==> src/rtl/program_loader_sequencer.sv <==
// Loads program bytes from a valid/ready stream into consecutive RAM words while holding the CPU in
// reset, keeps it held for one full ring period after the final write, then releases it.
module program_loader_sequencer #(
   parameter int unsigned ADDR_W      = 4,
   parameter int unsigned DATA_W      = 8,
   parameter int unsigned RELEASE_CYC = 6
) (
   input  logic              CLK,
   input  logic              CLR,
   input  logic              load_req,
   input  logic              wr_valid,
   input  logic [DATA_W-1:0] wr_data,
   input  logic              wr_last,
   output logic              wr_ready,
   output logic              ram_we,
   output logic [ADDR_W-1:0] ram_addr,
   output logic [DATA_W-1:0] ram_data,
   output logic              cpu_clr,
   output logic              busy,
   output logic              done,
   output logic [ADDR_W:0]   words
);

   localparam int unsigned DEPTH = 1 << ADDR_W;
   localparam int unsigned CNT_W = (RELEASE_CYC > 1) ? $clog2(RELEASE_CYC) : 1;

   typedef enum logic [1:0] {
      S_IDLE = 2'd0,
      S_LOAD = 2'd1,
      S_HOLD = 2'd2,
      S_RUN  = 2'd3
   } state_e;

   state_e              state_q, state_d;
   logic [ADDR_W:0]     wp_q, wp_d;
   logic [CNT_W-1:0]    cnt_q, cnt_d;
   logic                wr_ready_q, wr_ready_d;
   logic                ram_we_q, ram_we_d;
   logic [ADDR_W-1:0]   ram_addr_q, ram_addr_d;
   logic [DATA_W-1:0]   ram_data_q, ram_data_d;
   logic                cpu_clr_q, cpu_clr_d;
   logic                busy_q, busy_d;
   logic                done_q, done_d;
   logic [ADDR_W:0]     words_q, words_d;
   logic                accept_c;
   logic                final_c;

   assign accept_c = wr_valid & wr_ready_q & (state_q == S_LOAD);
   // Load ends on an explicit last byte or when the final RAM word is taken; the pointer never wraps.
   assign final_c  = accept_c & (wr_last | (wp_q == (ADDR_W+1)'(DEPTH - 1)));

   always_ff @(posedge CLK) begin
      if (CLR) begin
         state_q <= S_IDLE;
      end else begin
         state_q <= state_d;
      end
   end

   always_comb begin
      state_d = state_q;
      unique case (state_q)
         S_IDLE: if (load_req) state_d = S_LOAD;
         S_LOAD: if (final_c)  state_d = S_HOLD;
         S_HOLD: begin
            if (load_req)                                   state_d = S_LOAD;
            else if (cnt_q == CNT_W'(RELEASE_CYC - 1))      state_d = S_RUN;
         end
         S_RUN:  if (load_req) state_d = S_LOAD;
         default: state_d = S_IDLE;
      endcase
   end

   always_comb begin
      wp_d       = wp_q;
      cnt_d      = '0;
      ram_we_d   = 1'b0;
      ram_addr_d = ram_addr_q;
      ram_data_d = ram_data_q;
      words_d    = words_q;

      if (state_d == S_LOAD && state_q != S_LOAD) begin
         wp_d = '0;
      end
      if (state_q == S_HOLD && state_d == S_HOLD) begin
         cnt_d = cnt_q + CNT_W'(1);
      end
      // Write strobe lags the accepting edge by one cycle.
      if (accept_c) begin
         ram_we_d   = 1'b1;
         ram_addr_d = wp_q[ADDR_W-1:0];
         ram_data_d = wr_data;
         wp_d       = wp_q + (ADDR_W+1)'(1);
      end
      if (final_c) begin
         words_d = wp_q + (ADDR_W+1)'(1);
      end

      wr_ready_d = (state_d == S_LOAD);
      busy_d     = (state_d == S_LOAD) || (state_d == S_HOLD);
      done_d     = (state_d == S_RUN);
      cpu_clr_d  = (state_d != S_RUN);
   end

   always_ff @(posedge CLK) begin
      if (CLR) begin
         wp_q       <= '0;
         cnt_q      <= '0;
         wr_ready_q <= 1'b0;
         ram_we_q   <= 1'b0;
         ram_addr_q <= '0;
         ram_data_q <= '0;
         cpu_clr_q  <= 1'b1;
         busy_q     <= 1'b0;
         done_q     <= 1'b0;
         words_q    <= '0;
      end else begin
         wp_q       <= wp_d;
         cnt_q      <= cnt_d;
         wr_ready_q <= wr_ready_d;
         ram_we_q   <= ram_we_d;
         ram_addr_q <= ram_addr_d;
         ram_data_q <= ram_data_d;
         cpu_clr_q  <= cpu_clr_d;
         busy_q     <= busy_d;
         done_q     <= done_d;
         words_q    <= words_d;
      end
   end

   assign wr_ready = wr_ready_q;
   assign ram_we   = ram_we_q;
   assign ram_addr = ram_addr_q;
   assign ram_data = ram_data_q;
   assign cpu_clr  = cpu_clr_q;
   assign busy     = busy_q;
   assign done     = done_q;
   assign words    = words_q;

endmodule

==> config.mk <==
export PLATFORM = sky130hd
export DESIGN_NAME = program_loader_sequencer
export DESIGN_NICKNAME = d
export VERILOG_FILES = /design/src/rtl/program_loader_sequencer.sv
export SDC_FILE = /design/constraint.sdc
export NUM_CORES = 1
export LEC_CHECK = 0
export CORE_MARGIN = 5
export CORE_UTILIZATION = 42
export DETAILED_ROUTE_END_ITERATION = 10
export PLACE_DENSITY_LB_ADDON = 0.12
export SETUP_SLACK_MARGIN = 0.2
export SLEW_MARGIN = 20
export SYNTH_ARGS = -nofsm -noshare
export SYNTH_HDL_FRONTEND = slang
export SYNTH_SLANG_ARGS = --single-unit
==> constraint.sdc <==
create_clock -name CLK -period 2.05 [get_ports CLK]
set_clock_uncertainty 0.1 [all_clocks]
set_input_delay 0.5125 -clock CLK [delete_from_list [all_inputs] [get_ports CLK]]
set_output_delay 0.5125 -clock CLK [all_outputs]
set_load 0.005 [all_outputs]
* After elaboration in Yosys (flattened, before gate mapping)
Cells that the tools add are included.
** Cells by class
- Add/subtract/negate cells :: 2
- Equal/unequal tests :: 10
- Multiplexer cells :: 8
- Bitwise logic cells :: 5
- Reduce and logical (&&, ||, !) cells :: 7
** Operator list (number)
- two-way mux 5 bit :: 2
- equality test 2 bit, second input constant :: 4
- two-way mux 2 bit :: 4
- case mux 2 bit (3 select lines) :: 1
- adder 5 x 1 -> 5 bit, second input constant :: 1
- equality test 5 x 4 -> 1 bit, second input constant :: 1
- equality test 2 x 1 -> 1 bit, second input constant :: 2
- OR reduction 2 bit :: 2
- adder 3 x 1 -> 3 bit, second input constant :: 1
- AND 1 bit :: 3
- equality test 3 bit, second input constant :: 1
- logical AND 1 bit :: 2
- logical NOT 2 bit :: 1
- != test 2 x 1 -> 1 bit, second input constant :: 1
- != test 2 bit, second input constant :: 1
- nonzero test 2 bit :: 1
- logical OR 1 bit :: 1
- two-way mux 1 bit :: 1
- inverter 1 bit :: 1
- bitwise OR 1 bit :: 1
** Storage, ports and cells
- Register bits after elaboration :: 32
- Input port bits :: 13
- Output and inout port bits :: 22
- Word-level logic and storage cells :: 43

* Longest topological paths before layout
Gate-level depths: netlist of the first run.
- Depth after elaboration :: 9
- Gate-level depth with buffers :: 11
- Mapped depth without buffers :: 10

* Least setup slack after synthesis of the first run
Ideal clock, no wire load.
- Path kind :: register to register
- From :: reg wp_q[0]
- To :: reg wp_q[3]
- Setup time :: 0.121 ns
- Data arrival time :: 1.976 ns
- Data required time :: 1.829 ns
- Setup slack :: -0.148 ns
- Cell stages (with the launch flop) :: 11
- Buffers on the path :: 0
- Clock period less this slack :: 2.198 ns
- Path through :: dfxtp_1 > ha_1 > and3_1 > ha_1 > o2111a_2 > a221o_1 > inv_1 > ha_1 > nand2b_1 > nand4b_1 > o31ai_1
** On the way
- Cells in the longest elaborated chain, start to end :: 8
- Elaborated cells on any way between the ends :: 10
- Those cells by class :: add/sub (1); eq/ne (2); mux (3); bitwise (2); reduce/logical (2)
** Ends and longest elaborated chain
- from (decl) :: line 35 : logic [ADDR_W:0] wp_q, wp_d;
- from (signal assigned) :: line 118 : wp_q <= wp_d;
- equality test 5 x 4 -> 1 bit :: line 50 : assign final_c = accept_c & (wr_last | (wp_q == (ADDR_W+1)'(DEPTH - 1)));
- bitwise OR 1 bit :: line 50
- AND 1 bit :: line 50
- two-way mux 2 bit :: line 64 : S_LOAD: if (final_c) state_d = S_HOLD;
- case mux 2 bit (3 select lines) :: line 62 : unique case (state_q)
- named net state_d[0] :: line 34 : state_e state_q, state_d;
- equality test 2 x 1 -> 1 bit
- named net wr_ready_d :: line 37 : logic wr_ready_q, wr_ready_d;
- logical AND 1 bit :: line 82 : if (state_d == S_LOAD && state_q != S_LOAD) begin
- nonzero test 2 bit (no line)
The timed path passes the listed nets, and every way through them passes these cells.
A chain may end at the register's enable or synchronous reset.

* Final worst setup path of the first run
Same ends and word-level chain as after synthesis.

==> impl_metrics.env, run 1 <==
export IMPL_die_h_um=66.1
export IMPL_cp_data_required_time_ns=2.19
export IMPL_area_growth_pct=59.0
export IMPL_cts_clk_slew_worst_paths_ns=0.11
export IMPL_synth_cells=145
export IMPL_finalWeightedCongestion=0.829
export IMPL_placedCellCount=233
export IMPL_core_area_mm2=0.00303
export IMPL_finalNonFillerCells=243
export IMPL_initial_core_util=0.437
export IMPL_final_common_cell="nand2_1"
export IMPL_worst_slack_ns=-0.0495
export IMPL_firstDrtPassIters=4
export IMPL_setup_viol=6
export IMPL_cts_tree="built"
export IMPL_cap_violations=0
export IMPL_power_leakage_nw=0.971
export IMPL_synth_top_area_frac=0.484
export IMPL_synth_edf_count=0
export IMPL_synth_seq_cells=32
export IMPL_cts_sinks=32
export IMPL_finalCriticalPeriod_ns=2.10
export IMPL_cp_arrival_ns=2.24
export IMPL_drc=0
export IMPL_end_kind="flip-flop"
export IMPL_violations="setup timing"
export IMPL_power_mw=1.29
export IMPL_hold_buffers=0
export IMPL_rows=20
export IMPL_start_kind="flip-flop"
export IMPL_period_share=1.02
export IMPL_fill_cells=227
export IMPL_avgSynthCellArea_um2=9.12
export IMPL_outcome="finished with violations"
export IMPL_cts_made_buffers=5
export IMPL_syn_nets=168
export IMPL_cts_root_buf="clkbuf_4"
export IMPL_ys_types=30
export IMPL_grt_antenna_before_repair=0
export IMPL_hold_viol_final=0
export IMPL_yosysSeqAreaShare=0.484
export IMPL_p_per_area_mw_per_mm2=613
export IMPL_io_buffers=34
export IMPL_path_max_fanout=5
export IMPL_final_seq_area_um2=663
export IMPL_clock_path_buffers=2
export IMPL_grt_pass1_vias=1175
export IMPL_crit_type="flip-flop to flip-flop"
export IMPL_dp_hpwl_um=2260
export IMPL_insertion_delay_ns=0.34
export IMPL_relSlewSlack=0.778
export IMPL_slew_violations=0
export IMPL_dieArea_mm2=0.00437
export IMPL_diodes=0
export IMPL_drive_gt1_frac=0.332
export IMPL_io_pins=35
export IMPL_tightest_slew_ns=0.330
export IMPL_nets=221
export IMPL_first_iter_violations=49
export IMPL_die_width_um=66.1
export IMPL_min_path_type="flip-flop to flip-flop"
export IMPL_htree_levels=2
export IMPL_drt_vias_per_instance=4.88
export IMPL_grt_pass1_wl_um=5110
export IMPL_ys_top_cells_by_area="dfxtp_1, ha_1, nand2_1, a21oi_1, nor2_1"
export IMPL_ant_nets=0
export IMPL_grt_total_usage=0.158
export IMPL_yosysWarnings=0
export IMPL_grt_max_degree=31
export IMPL_ir_drop_mv=0.446
export IMPL_ys_flop_type="dfxtp_1"
export IMPL_synthArstFlopShare=0
export IMPL_rsz0062_at_grt="yes"
export IMPL_drt_total_wl_um=3130
export IMPL_fmax_mhz=476
export IMPL_yosysTopAreaCell="dfxtp_1"
export IMPL_timing_hold_ws_ns=0.358
export IMPL_multi_input_area_um2=749
export IMPL_final_cell_mix="nand2_1, clkdlybuf4s50_1, dfxtp_1, buf_4, dfxtp_2"
export IMPL_synth_area_mm2=0.00132
export IMPL_gr_total_overflow=0
export IMPL_fin_util=0.695
export IMPL_routedWlPerCell_um=12.9
export IMPL_num_vias=1186
==> area by class of cell <==
| class | instances | share of cell area |
|---|---|---|
| clock inverter | 3 | 0.0202 |
| timing repair buffer | 53 | 0.253 |
| clock buffer | 5 | 0.0178 |
| tap | 44 | 0.0262 |
| inverter | 6 | 0.0107 |
| multi-input combinational | 100 | 0.356 |
| sequential | 32 | 0.315 |
==> cell usage after synthesis, types with 3 or more instances <==
cell type / count
ha_1: 10
nor2b_1: 3
inv_1: 6
dfxtp_1: 32
nor2_1: 11
and3_1: 3
nand2_1: 27
nand3_1: 6
a211oi_1: 4
nand2b_1: 4
a21oi_1: 16
buf_6: 3
==> worst max-delay path, stage by stage, from the launching register on <==
cell,delay (ns)
dfxtp_4,0.37
ha_4,0.15
and3_4,0.15
ha_4,0.14
o2111a_2,0.28
a221o_1,0.32
inv_2,0.09
ha_4,0.14
nand2b_4,0.08
nand4b_1,0.11
o31ai_2,0.07
==> sequential cells by signal, indices dropped and copies added (netlist names), 2 cells and up <==
name,cells
cnt_q,3
ram_addr,4
ram_data,8
state_q,2
words,5
wp_q,5
==> final timing paths <==
path                       to   startpoint  slack, ns  cells past startpoint
setup / recovery      wp_q[3]      wp_q[0]      -0.05                     10
hold / removal    ram_data[5]  ram_data[5]       0.36                      2
setup reg to reg      wp_q[3]      wp_q[0]      -0.05                     10
hold reg to reg   ram_data[5]  ram_data[5]       0.36                      2
==> report_power, final <==
part / internal, mW / switching (mW)
Clock: 0.254 / 0.228
Combinational: 0.0962 / 0.0736
Sequential: 0.633 / 0.00493
==> metal layers <==
metal	vias to the layer above	track usage	part of all wire	wire (um)
met5	-	0	0	0
li1	593	-	-	-
met4	0	0.0660	0.014	43
met3	4	0.0799	0.066	206
met2	39	0.258	0.49	1530
met1	550	0.172	0.43	1350
==> cells by family after synthesis <==
family	count (synthesis)	share of synthesized area
buffers and inverters	13	0.0558
adders and majority gates	10	0.0946
DFF	32	0.484
xor gates and xnor gates	3	0.0199
muxes	1	0.00757
and+or+nand+nor	58	0.202
AOI/OAI and AO/OA	28	0.135
==> stage by stage <==
step | setup slack, ns | area, um^2 | TNS, ns
5_1_grt | -0.128 | 2100 | -0.943
3_5_place_dp | -0.247 | 1860 | -2.42
4_1_cts | -0.0474 | 2040 | -0.231
2_1_floorplan | -0.0659 | 1370 | -0.284
6_report | -0.0495 | 2100 | -0.207
3_3_place_gp | -0.212 | 1860 | -2.11
==> what timing repair did <==
item                       CTS  global route
buffers inserted             1             1
pin swaps                    9             0
setup endpoints to repair   13            29
gates resized for setup     22            27
No activity file was read; power rests on OpenSTA's default activity.
==> run 2, diff against run 1 <==
--- a/config.mk
+++ b/config.mk
@@ -8,6 +8,7 @@
 export CORE_MARGIN = 5
 export CORE_UTILIZATION = 42
 export DETAILED_ROUTE_END_ITERATION = 10
+export GPL_TIMING_DRIVEN = 0
 export PLACE_DENSITY_LB_ADDON = 0.12
 export SETUP_SLACK_MARGIN = 0.2
 export SLEW_MARGIN = 20
==> run 2 against run 1 <==
The flow still finishes with violations (setup timing). Cell area is 5.0% lower. Sequential power about the same. Global-route usage shrank 0.34 points. Sequential cell count unchanged. Critical endpoint is now wp_q[2]. Largest cell class unchanged. Largest power group unchanged.
==> impl_metrics.env, run 2 (synthesis results as in run 1) <==
export IMPL_cts_sinks=32
export IMPL_area_growth_pct=51.1
export IMPL_routedWlPerCell_um=13.8
export IMPL_slew_violations=0
export IMPL_worst_slack_ns=-0.0777
export IMPL_worstPathCellList="ha_4 -> and3_4 -> ha_4 -> o2111a_2 -> a221o_1 -> inv_2 -> ha_4 -> nand2b_4 -> nand2_2 -> a311oi_2"
export IMPL_num_vias=1180
export IMPL_core_area_mm2=0.00303
export IMPL_finalCriticalPeriod_ns=2.13
export IMPL_crit_family="compound AO/OA/AOI/OAI gates"
export IMPL_min_path_type="flip-flop to flip-flop"
export IMPL_setup_tns_final_ns=-0.565
export IMPL_clock_path_buffers=2
export IMPL_drc=0
export IMPL_fill_cells=259
export IMPL_nets=217
export IMPL_largest_register_ffs=8
export IMPL_cap_violations=0
export IMPL_path_max_fanout=5
export IMPL_final_cell_mix="clkdlybuf4s50_1, dfxtp_1, nand2_1, a21oi_1, nor2_1"
export IMPL_cts_made_buffers=5
export IMPL_io_pins=35
export IMPL_die_width_um=66.1
export IMPL_grt_antenna_before_repair=0
export IMPL_start_kind="flip-flop"
export IMPL_htree_levels=2
export IMPL_firstDrtPassIters=4
export IMPL_drt_vias_per_instance=4.94
export IMPL_insertion_delay_ns=0.33
export IMPL_io_buffers=34
export IMPL_hold_buffers=0
export IMPL_crit_type="flip-flop to flip-flop"
export IMPL_initial_core_util=0.437
export IMPL_placedCellCount=223
export IMPL_slowest_stage="dfxtp_4"
export IMPL_first_iter_violations=39
export IMPL_grt_pass1_wl_um=5170
export IMPL_period_share=1.04
export IMPL_cp_arrival_ns=2.24
export IMPL_cp_data_required_time_ns=2.16
export IMPL_p_per_area_mw_per_mm2=593
export IMPL_ir_drop_mv=0.375
export IMPL_violations="setup timing"
export IMPL_fmax_mhz=470
export IMPL_outcome="finished with violations"
export IMPL_final_area_mm2=0.00200
export IMPL_cp_common_cell="ha_4"
export IMPL_grt_total_usage=0.155
export IMPL_finalNonFillerCells=239
export IMPL_dp_hpwl_um=2180
export IMPL_relSlewSlack=0.633
export IMPL_critPathMaxStageDelay_ns=0.36
export IMPL_end_kind="flip-flop"
export IMPL_dieArea_mm2=0.00437
export IMPL_drive_gt1_frac=0.251
export IMPL_tightest_slew_ns=0.551
export IMPL_hold_viol_final=0
export IMPL_dp_slack_ns=-0.428
export IMPL_gr_total_overflow=0
export IMPL_power_leakage_nw=0.745
export IMPL_ant_nets=0
export IMPL_cts_root_buf="clkbuf_4"
export IMPL_detailed_place_area_mm2=0.00177
export IMPL_grt_max_degree=11
export IMPL_cp_num_buf_inv=1
export IMPL_final_common_cell="clkdlybuf4s50_1"
export IMPL_drt_total_wl_um=3290
export IMPL_finalWeightedCongestion=0.854
export IMPL_cts_clk_slew_worst_paths_ns=0.10
export IMPL_power_mw=1.19
export IMPL_rows=20
export IMPL_setup_viol=10
export IMPL_die_h_um=66.1
export IMPL_cts_tree="built"
export IMPL_grt_pass1_vias=1119
export IMPL_rsz0062_at_grt="yes"
export IMPL_diodes=0
## run 2: changes by cell type in the layout (fill, tap and decap cells not counted), moves of 2 or more
cell	change
buf_4	-9
buf_2	+2
buf_6	+2
dfxtp_1	+10
dfxtp_2	-11
nand3_1	+2
clkbuf_1	+3
dlymetal6s2s_1	-10
clkdlybuf4s50_1	+10
## run 2: final timing paths
kind | startpoint | cells past startpoint | to | slack [ns]
worst max-delay path | wp_q[1] | 10 | wp_q[2] | -0.08
worst min-delay path | ram_data[1] | 2 | ram_data[1] | 0.36
worst max register to register | wp_q[1] | 10 | wp_q[2] | -0.08
worst min register to register | ram_data[1] | 2 | ram_data[1] | 0.36
## run 2: tightest hold or removal path, delay by kind of cell, from the launching register on
kind	cells	cell delay [ns]
AO/OA/AOI/OAI	1	0.05
flip-flops	1	0.32
AND/OR/NAND/NOR	1	0.05
## run 2: layout make-up
type / count / area [um^2] / share of cell area
inverter: 6 / 22.5 / 0.0113
clock buffer: 8 / 58.8 / 0.0294
timing repair buffer: 42 / 409 / 0.205
multi-input combinational: 100 / 747 / 0.374
tap: 44 / 55.1 / 0.0276
sequential: 32 / 653 / 0.327
buffer: 7 / 52.6 / 0.0263
## run 2: what timing repair did
item,CTS,global route
pin swaps,5,5
resized for setup,12,18
setup endpoints to repair,13,19
setup buffers,5,3
## run 2: through the flow
stage,utilization,hold slack [ns]
2_1_floorplan,-,0.321
3_3_place_gp,0.584,0.335
3_5_place_dp,0.584,0.349
4_1_cts,0.630,0.362
5_1_grt,0.660,0.392
6_report,0.660,0.359
## run 2: power by group
group / total, mW / internal, mW / switching [mW]
Sequential: 0.639 / 0.632 / 0.00738
Clock: 0.371 / 0.169 / 0.202
Combinational: 0.176 / 0.0957 / 0.0799
## run 2: metal layers
| layer | part of all wire | vias up | track usage | wire length [um] |
|---|---|---|---|---|
| met5 | 0 | - | 0 | 0 |
| met4 | 0.027 | 0 | 0.0761 | 90 |
| met3 | 0.062 | 11 | 0.0612 | 205 |
| met2 | 0.48 | 34 | 0.235 | 1590 |
| met1 | 0.43 | 544 | 0.188 | 1400 |
| li1 | - | 591 | - | - |
==> run 3, diff against run 2 <==
--- a/config.mk
+++ b/config.mk
@@ -10,6 +10,7 @@
 export DETAILED_ROUTE_END_ITERATION = 10
 export GPL_TIMING_DRIVEN = 0
 export PLACE_DENSITY_LB_ADDON = 0.12
+export REMOVE_ABC_BUFFERS = 1
 export SETUP_SLACK_MARGIN = 0.2
 export SLEW_MARGIN = 20
 export SYNTH_ARGS = -nofsm -noshare
==> run 3 against run 2 <==
The flow still finishes with violations (setup timing). Die area unchanged. Sequential power barely moved. Highest routed layer unchanged. Critical endpoint unchanged. Cell area is 3.1% lower. Largest power group unchanged. Largest cell class unchanged. Utilization is 2.0 points lower.
==> impl_metrics.env, run 3 (synthesis results as in run 1) <==
export IMPL_outcome="finished with violations"
export IMPL_violations="setup timing"
export IMPL_dp_hpwl_um=1930
export IMPL_hold_buffers=0
export IMPL_final_cell_mix="clkdlybuf4s50_1, nand2_1, dfxtp_1, a21oi_1, nor2_1"
export IMPL_io_pins=35
export IMPL_slew_violations=0
export IMPL_rows=20
export IMPL_die_width_um=66.1
export IMPL_power_leakage_nw=0.741
export IMPL_rrSetupSlack_ns=-0.12
export IMPL_drive_gt1_frac=0.237
export IMPL_relSlewSlack=0.240
export IMPL_routedWlPerCell_um=13.4
export IMPL_worst_slack_ns=-0.120
export IMPL_r2r_start="wp_q[0]"
export IMPL_nets=212
export IMPL_reg2reg_depth=10
export IMPL_hold_path_depth=2
export IMPL_cap_violations=0
export IMPL_first_iter_violations=48
export IMPL_core_area_mm2=0.00303
export IMPL_clock_path_buffers=2
export IMPL_setup_viol=11
export IMPL_cts_root_buf="clkbuf_4"
export IMPL_initial_core_util=0.437
export IMPL_drt_total_wl_um=3130
export IMPL_path_max_fanout=5
export IMPL_drt_vias_per_instance=4.83
export IMPL_min_path_type="flip-flop to flip-flop"
export IMPL_drc=0
export IMPL_cts_sinks=32
export IMPL_grt_antenna_before_repair=0
export IMPL_dieArea_mm2=0.00437
export IMPL_final_common_cell="clkdlybuf4s50_1"
export IMPL_ant_nets=0
export IMPL_cts_made_buffers=5
export IMPL_diodes=0
export IMPL_cts_tree="built"
export IMPL_finalWeightedCongestion=0.745
export IMPL_die_h_um=66.1
export IMPL_largest_register_ffs=8
export IMPL_cts_clk_slew_worst_paths_ns=0.09
export IMPL_crit_type="flip-flop to flip-flop"
export IMPL_p_per_area_mw_per_mm2=610
export IMPL_rsz0062_at_grt="yes"
export IMPL_worstReg2RegEnd="wp_q[2]"
export IMPL_start_kind="flip-flop"
export IMPL_end_kind="flip-flop"
export IMPL_fill_cells=267
export IMPL_gr_total_overflow=0
export IMPL_hold_end="ram_addr[3]"
export IMPL_worstHoldStart="ram_addr[3]"
export IMPL_dp_slack_ns=-0.560
export IMPL_ir_drop_mv=0.362
export IMPL_grt_pass1_wl_um=5000
export IMPL_setup_tns_final_ns=-0.795
export IMPL_grt_max_degree=31
export IMPL_fmax_mhz=461
export IMPL_timing_hold_ws_ns=0.353
export IMPL_tightest_slew_ns=1.14
export IMPL_grt_total_usage=0.152
export IMPL_io_buffers=34
export IMPL_grt_pass1_vias=1113
export IMPL_cp_data_required_time_ns=2.12
export IMPL_num_vias=1131
export IMPL_firstDrtPassIters=4
export IMPL_cp_arrival_ns=2.24
export IMPL_finalCriticalPeriod_ns=2.17
export IMPL_period_share=1.06
export IMPL_insertion_delay_ns=0.34
export IMPL_hold_viol_final=0
export IMPL_area_growth_pct=46.5
export IMPL_htree_levels=2
run 3: cell types whose count changed in the layout (fill, tap and decap cells not counted), sizes merged:
cell,change
buf,-3
dlymetal6s2s,+2
clkbuf,-2
clkdlybuf4s50,-2
run 3: how the worst max path moves through the flow:
| stage | from | endpoint | slack (ns) | depth (start not counted) |
|---|---|---|---|---|
| detailed placement | wr_valid | wp_q[2] | -0.56 | 8 |
| floorplan | wp_q[0] | wp_q[3] | -0.23 | 10 |
| global route | wp_q[2] | wp_q[2] | -0.21 | 9 |
| global placement | wr_valid | wp_q[2] | -0.54 | 8 |
| finish | wp_q[0] | wp_q[2] | -0.12 | 10 |
| CTS | wp_q[1] | wp_q[2] | -0.13 | 10 |
run 3: timing repair:
item	4_1_cts	5_1_grt
gates resized for setup	19	20
setup buffers	7	3
cloned	0	0
pin swaps	8	4
endpoints found under the hold margin	0	0
endpoints found under the setup margin	15	24
run 3: metal layers:
layer  GRT usage  share of wire  vias up
met3      0.0459          0.060        7
met5           0              0        -
met1       0.168           0.45      514
met4      0.0888          0.021        0
li1            -              -      576
met2       0.253           0.47       34
run 3: per-stage QoR:
stage / instance area [um^2] / power (mW) / util / cells
2_1_floorplan: 1270 / 0.705 / - / 138
3_3_place_gp: 1670 / 0.765 / 0.550 / 216
3_5_place_dp: 1670 / 0.767 / 0.550 / 216
4_1_cts: 1860 / 1.17 / 0.614 / 231
5_1_grt: 1940 / 1.24 / 0.640 / 234
6_report: 1940 / 1.18 / 0.640 / 234
run 3: report_power, final:
group          switching [mW]  total [mW]  internal [mW]
combinational          0.0715       0.162         0.0908
sequential            0.00754       0.639          0.631
clock                   0.211       0.380          0.169
total                   0.290        1.18          0.891
run 3: final cells by class:
cell class	instances	area [um^2]	share of cell area
timing repair buffer	44	425	0.220
tap	44	55.1	0.0284
multi-input combinational	100	718	0.371
clock buffer	8	58.8	0.0304
sequential	32	657	0.339
inverter	6	22.5	0.0116
run 3: worst max-delay path, cell delays in order, from the launching register on:
cell and delay [ns]:
dfxtp_4 0.36, ha_4 0.16, and3_4 0.18, ha_4 0.14, o2111a_2 0.26, a221o_1 0.32, inv_2 0.09, ha_4 0.15
nand2b_4 0.07, nand2_1 0.07, a311oi_1 0.10
